`config.mk`:
```
export PLATFORM = sky130hd
export DESIGN_NAME = detector
export DESIGN_NICKNAME = d
export VERILOG_FILES = /design/src/rtl/detector_pkg.sv /design/src/rtl/detector_range_check.sv /design/src/rtl/detector.sv
export SDC_FILE = /design/constraint.sdc
export NUM_CORES = 1
export LEC_CHECK = 0
export CELL_PAD_IN_SITES_DETAIL_PLACEMENT = 0
export CELL_PAD_IN_SITES_GLOBAL_PLACEMENT = 1
export CORE_ASPECT_RATIO = 1.5
export CORE_MARGIN = 5
export CORE_UTILIZATION = 26
export DETAILED_ROUTE_END_ITERATION = 6
export PLACE_DENSITY = 0.84
export SETUP_SLACK_MARGIN = 0.2
export SLEW_MARGIN = 30
export SYNTH_ARGS = -nofsm -noshare
export SYNTH_HDL_FRONTEND = slang
export SYNTH_SLANG_ARGS = --single-unit
```
`constraint.sdc`:
```
create_clock -name clk -period 0.91 [get_ports clk]
set_input_delay 0.182 -clock clk [delete_from_list [all_inputs] [get_ports clk]]
set_output_delay 0.182 -clock clk [all_outputs]
set_load 0.02 [all_outputs]
```
`src/rtl/detector_pkg.sv`:
```
// Shared types and constants for the vital-sign detector: age bands, band
// limits and the per-band normal ranges for blood pressure, breathing and heart rate.
package detector_pkg;

    localparam int unsigned DATA_W_DEF     = 10;
    localparam int unsigned CHILD_MAX_AGE  = 12;
    localparam int unsigned SENIOR_MIN_AGE = 60;

    typedef enum logic [1:0] {
        CHILD,
        ADULT,
        SENIOR
    } band_e;

    typedef struct packed {
        logic [15:0] bp_min;
        logic [15:0] bp_max;
        logic [15:0] br_min;
        logic [15:0] br_max;
        logic [15:0] hb_min;
        logic [15:0] hb_max;
    } limits_t;

    localparam limits_t CHILD_LIMITS  = '{bp_min: 16'd90, bp_max: 16'd110,
                                          br_min: 16'd18, br_max: 16'd30,
                                          hb_min: 16'd70, hb_max: 16'd120};
    localparam limits_t ADULT_LIMITS  = '{bp_min: 16'd90, bp_max: 16'd120,
                                          br_min: 16'd12, br_max: 16'd20,
                                          hb_min: 16'd60, hb_max: 16'd100};
    localparam limits_t SENIOR_LIMITS = '{bp_min: 16'd90, bp_max: 16'd140,
                                          br_min: 16'd12, br_max: 16'd25,
                                          hb_min: 16'd60, hb_max: 16'd110};

    function automatic limits_t band_limits(input band_e band);
        case (band)
            CHILD:   return CHILD_LIMITS;
            SENIOR:  return SENIOR_LIMITS;
            default: return ADULT_LIMITS;
        endcase
    endfunction

endpackage

```
`src/rtl/detector_range_check.sv`:
```
// Inclusive window comparator: flags a value that lies below min or above max.
module range_check #(
    parameter int unsigned W = 10
) (
    input  logic [W-1:0] value_i,
    input  logic [W-1:0] min_i,
    input  logic [W-1:0] max_i,
    output logic         out_of_range_o
);

    assign out_of_range_o = (value_i < min_i) || (value_i > max_i);

endmodule

```
`src/rtl/detector.sv`:
```
// Classifies three vital signs against age-dependent normal ranges and raises
// alarm when at least two are abnormal; all four outputs are registered.
module detector
    import detector_pkg::*;
#(
    parameter int unsigned DATA_W = DATA_W_DEF
) (
    input  logic              clk,
    input  logic              rst_n,
    input  logic [DATA_W-1:0] bloodP,
    input  logic [DATA_W-1:0] breathR,
    input  logic [DATA_W-1:0] heartB,
    input  logic [DATA_W-1:0] age,
    output logic              alarm,
    output logic              BP,
    output logic              BR,
    output logic              HB
);

    band_e   band;
    limits_t lim;

    logic [DATA_W-1:0] bp_min, bp_max, br_min, br_max, hb_min, hb_max;
    logic              bp_d, br_d, hb_d, alarm_d;
    logic              bp_q, br_q, hb_q, alarm_q;

    always_comb begin
        band = ADULT;
        if (age <= DATA_W'(CHILD_MAX_AGE)) begin
            band = CHILD;
        end else if (age >= DATA_W'(SENIOR_MIN_AGE)) begin
            band = SENIOR;
        end
    end

    assign lim    = band_limits(band);
    assign bp_min = DATA_W'(lim.bp_min);
    assign bp_max = DATA_W'(lim.bp_max);
    assign br_min = DATA_W'(lim.br_min);
    assign br_max = DATA_W'(lim.br_max);
    assign hb_min = DATA_W'(lim.hb_min);
    assign hb_max = DATA_W'(lim.hb_max);

    range_check #(.W(DATA_W)) u_bp_check (
        .value_i        (bloodP),
        .min_i          (bp_min),
        .max_i          (bp_max),
        .out_of_range_o (bp_d)
    );

    range_check #(.W(DATA_W)) u_br_check (
        .value_i        (breathR),
        .min_i          (br_min),
        .max_i          (br_max),
        .out_of_range_o (br_d)
    );

    range_check #(.W(DATA_W)) u_hb_check (
        .value_i        (heartB),
        .min_i          (hb_min),
        .max_i          (hb_max),
        .out_of_range_o (hb_d)
    );

    // 2-of-3 majority on the flags about to be registered, so alarm stays aligned with them
    assign alarm_d = (bp_d & br_d) | (bp_d & hb_d) | (br_d & hb_d);

    always_ff @(posedge clk or negedge rst_n) begin
        if (!rst_n) begin
            bp_q    <= 1'b0;
            br_q    <= 1'b0;
            hb_q    <= 1'b0;
            alarm_q <= 1'b0;
        end else begin
            bp_q    <= bp_d;
            br_q    <= br_d;
            hb_q    <= hb_d;
            alarm_q <= alarm_d;
        end
    end

    assign BP    = bp_q;
    assign BR    = br_q;
    assign HB    = hb_q;
    assign alarm = alarm_q;

endmodule

```
# Word-level counts from Yosys, hierarchy flattened
# Index checks and enable logic that the tools add are counted.
# W data, S select, Z words.
# classes
n_lt_le_gt_ge,8
n_eq_ne,1
mux,3
bitwise,5
reduce_logical,4
# op_table
cell,n
$pmux W72 S2,1
$gt A10 B10 Y1,2
$lt A10 B10 Y1,2
$ge A10 B6 Y1 const B,1
$gt A10 B8 Y1,1
$le A10 B4 Y1 const B,1
$lt A10 B7 Y1 const B,1
$mux W2,2
$and A1 B1 Y1,3
$logic_or A1 B1 Y1,3
$eq A2 B2 Y1 const B,1
$logic_not A2 Y1,1
$or A1 B1 Y1,2
# word_totals
register_bits,4
word_cells,25

# Depth between registers and ports, before layout
# depth
depth_word,10
depth_mapped,11
ltp_nobuf,11

# Hierarchy
# A second synthesis with hierarchy kept.
# unflattened
hier_cells,212
hier_area_um2,1699.1
# by_module_without_submodules
mod,n_inst,cells_per_inst,area_each_um2,seq_area_each_um2
range_check,3,65,501.7,0.0
detector,1,17,193.9,100.1

# Worst setup path after synthesis
# Ideal clock, no wire load.
# synth_timing
path_kind,input port to flip-flop
start,input age[9]
end,register alarm_q (netlist: alarm)
arrival_ns,2.230
t_required_ns,0.784
slack_ns,-1.446
cell_stages,10
n_path_buf,0
path_cell_list,nor4_1 nand3_1 nand2_1 inv_1 ha_1 nand3_1 or4_1 o21ai_0 o211ai_1 maj3_2
# synth_via
elab_chain_len,10
# synth_rtl
item,line,source
start: declaration,detector.sv:13,"input logic [DATA_W-1:0] age,"
$ge A10 B6 Y1,detector.sv:31,end else if (age >= DATA_W'(SENIOR_MIN_AGE)) begin
$mux W2,detector.sv:31,
$mux W2 *,detector.sv:29,if (age <= DATA_W'(CHILD_MAX_AGE)) begin
$eq A2 B2 Y1 / $logic_not A2 Y1 (equally long branches),detector_pkg.sv:35,case (band)
$pmux W72 S2 *,detector_pkg.sv:35,
$lt A10 B10 Y1 / $gt A10 B10 Y1 (equally long branches),detector_range_check.sv:11,assign out_of_range_o = (value_i < min_i) || (value_i > max_i);
$logic_or A1 B1 Y1 *,detector_range_check.sv:11,
named net hb_d,detector.sv:24,"logic bp_d, br_d, hb_d, alarm_d;"
$and A1 B1 Y1,detector.sv:66,assign alarm_d = (bp_d & br_d) | (bp_d & hb_d) | (br_d & hb_d);
$or A1 B1 Y1,detector.sv:66,
$or A1 B1 Y1 *,detector.sv:66,
named net alarm_d,detector.sv:24,
end signal: assignment,detector.sv:78,alarm_q <= alarm_d;
end: declaration,detector.sv:25,"logic bp_q, br_q, hb_q, alarm_q;"
# Mark *: on every way through the listed nets, which the timed path passes. The rest lies on a longest branch.

# Final worst setup path
# layout_timing
start,input age[8]
end,register alarm_q (netlist: alarm)
# layout_via
elab_chain_len,10
# layout_rtl
item,line
$ge A10 B6 Y1,detector.sv:31
$mux W2,detector.sv:31
$mux W2 *,detector.sv:29
$eq A2 B2 Y1 / $logic_not A2 Y1 (equally long branches),detector_pkg.sv:35
$pmux W72 S2 *,detector_pkg.sv:35
$gt A10 B8 Y1 *,detector_range_check.sv:11
$logic_or A1 B1 Y1 *,detector_range_check.sv:11
named net bp_d,detector.sv:24
$and A1 B1 Y1,detector.sv:66
$or A1 B1 Y1 * (2 in series),detector.sv:66
named net alarm_d,detector.sv:24
# Marks and branches as above.

==> results_dict.tcl <==
set metrics [dict create \
    crit_buf_inv 3 \
    critPathSlowestCell "a2111o_1" \
    maxSlewViolCount 0 \
    final_cell_count_no_fill 198 \
    postSynthCellCount 87 \
    crit_arrival_ns 2.35 \
    std_cell_rows 23 \
    final_antenna_net_count 0 \
    cp.required_ns 1.00 \
    syn-cell-area_um2 709 \
    root_buffer "clkbuf_8" \
    die_width_um 52.7 \
    fill_cells 251 \
    cp_max_fo 3 \
    nNetsFinal 227 \
    port-buffer-count 45 \
    async_flop_share 1.00 \
    slew_headroom 0.822 \
    grt_pass1_wl_um 4180 \
    end_kind "flip-flop" \
    fin_crit_sh 2.48 \
    fmax_mhz 442 \
    overflow 0 \
    finalHoldViolations 0 \
    dr.first_iter.drc_count 19 \
    rsz0062_at_grt "true" \
    multi_input_area_um2 633 \
    core_area_um2 2650 \
    grt_usage 0.140 \
    path_class "input pin to flip-flop" \
    hold_path_class "input pin to asynchronous set/reset pin" \
    viasPerCell 4.68 \
    worst_pin_slew_ns 0.264 \
    diodes 0 \
    die_area_um2 3890 \
    post_drt_wl_per_cell_um 12.6 \
    synth_seq_cells 4 \
    cts_tree "done" \
    synth_ff_type "dfrtp_1" \
    grt_busiest_layer "met2" \
    holdWs_ns 0.170 \
    grt_pass1_vias 1036 \
    setup_viol 4 \
    num_vias 927 \
    synth-seq-area-share 0.141 \
    worst_slack_ns -1.35 \
    synth-edff-count 0 \
    drc_errors 0 \
    p_leak_nw 0.688 \
    dr.pass1.iters 4 \
    die_y_um 74.0 \
    initial_core_util 0.268 \
    use_met1 0.133 \
    violations "setup timing" \
    clk_pin_slew_worst_paths_ns 0.03 \
    utilization 0.574 \
    area_growth_pct 114 \
    vdd_ir_drop_max_v 0.000512 \
    start_kind "input pin" \
    yosys_warnings 0 \
    use_met3 0.0220 \
    clockBufferDepth 2 \
    fin_crit_ns 2.26 \
    cpMostUsedCell "buf_6" \
    maxCapViolations 0 \
    numCtsBuffers 3 \
    dp_hpwl_um 2080 \
    placed_cells 181 \
    slowest_delay_ns 0.39 \
    drive_gt1_frac 0.311 \
    gp_congestion 0.816 \
    seq_area_um2 100 \
    setup_tns_ns -4.84 \
    power.density_nw_per_um2 645 \
    clock_sinks 4 \
    critPathTopFamily "simple AND/OR/NAND/NOR gates" \
    htreeDepth 1 \
    synthDistinctLibCells 21 \
    synth_area_per_cell_um2 8.15 \
    antenna_found_initial 0 \
    grt_max_degree 6 \
    crit_chain "buf_6 > nor4_4 > nand2_2 > buf_6 > buf_4 > ha_1 > nand3_1 > nor3_2 > a21oi_1 > a2111o_1 > maj3_2" \
    grt_use_met2 0.289 \
    status "finished with violations" \
    io_pins 46 \
    synth_nets 151 \
    finalPower_w 0.000980 \
    hold_buffers 0 \
    drt_wl_total_um 2500 \
]
[synth_stat cells (2+ instances only)]
| cell | count | area (um2) |
|---|---|---|
| a21oi_1 | 9 | 45.0 |
| o21ai_0 | 5 | 25.0 |
| nand3_1 | 4 | 20.0 |
| ha_1 | 22 | 275 |
| or4_1 | 2 | 15.0 |
| nor2b_1 | 2 | 12.5 |
| a2111o_1 | 2 | 22.5 |
| inv_1 | 12 | 45.0 |
| nand2_1 | 5 | 18.8 |
| nand4_1 | 3 | 18.8 |
| o211ai_1 | 4 | 30.0 |
| nor3_1 | 4 | 20.0 |
| nor2_1 | 2 | 7.51 |
| dfrtp_1 | 4 | 100 |
[kinds of logic after synthesis]
group | synth area share
AOI/OAI and AO/OA | 0.206
adders and majority gates | 0.404
buffers and inverters | 0.0635
DFF | 0.141
and+or+nand+nor | 0.185
[layout make-up]
| class | count | area share |
|---|---|---|
| repair buffers | 71 | 0.430 |
| multi-input cells | 71 | 0.416 |
| flip-flops and latches | 4 | 0.0658 |
| well taps | 37 | 0.0305 |
| inverters | 12 | 0.0296 |
| clock buffers | 3 | 0.0272 |
[registers in the layout, indices dropped and copies added, names as in the netlist]
name,cells
HB,1
BR,1
BP,1
alarm,1
[placed cells by master, fill, tap and decap left out, types with 3 or more instances in the layout]
master	Yosys	routed
a21oi_1	9	8
dlygate4sd2_1	0	4
dfrtp_1	4	4
inv_2	0	3
o21ai_0	5	3
o211ai_1	4	4
nand2_1	5	3
inv_1	12	9
clkdlybuf4s50_1	0	31
clkdlybuf4s15_1	0	3
buf_4	0	23
nand4_1	3	3
clkbuf_8	0	3
ha_1	22	20
buf_6	0	9
[power by group]
group | switching [W] | internal [W] | total [W]
Clock | 0.0000808 | 0.000281 | 0.000362
Combinational | 0.000159 | 0.000273 | 0.000432
Sequential | 0.00000235 | 0.000184 | 0.000186
[per-layer routing]
metal | vias up | part of all wire | wire length [um]
li1 | 478 | - | -
met1 | 420 | 0.35 | 868
met2 | 25 | 0.60 | 1490
met3 | 4 | 0.037 | 92
met4 | 0 | 0.020 | 50
met5 | - | 0 | 0
[metrics by stage]
step	instance area (um2)	worst slack, ns
2_1_floorplan	764	-1.27
3_3_place_gp	1350	-1.84
3_5_place_dp	1350	-1.87
4_1_cts	1490	-1.31
5_1_grt	1520	-1.45
6_report	1520	-1.35
[worst paths after layout]
check	startpoint	to	slack, ns	cells past startpoint
max in group asynchronous	rst_n	HB	0.57	1
min	rst_n	BP	0.17	1
min in group clk	bloodP[8]	BP	0.58	2
max	age[8]	alarm	-1.35	11
[what timing repair did]
action,CTS,global route
setup endpoints to repair,8,8
gates resized for setup,52,3
pin swaps,9,4
buffers inserted,12,2
Power figures use the tool's default switching activity.
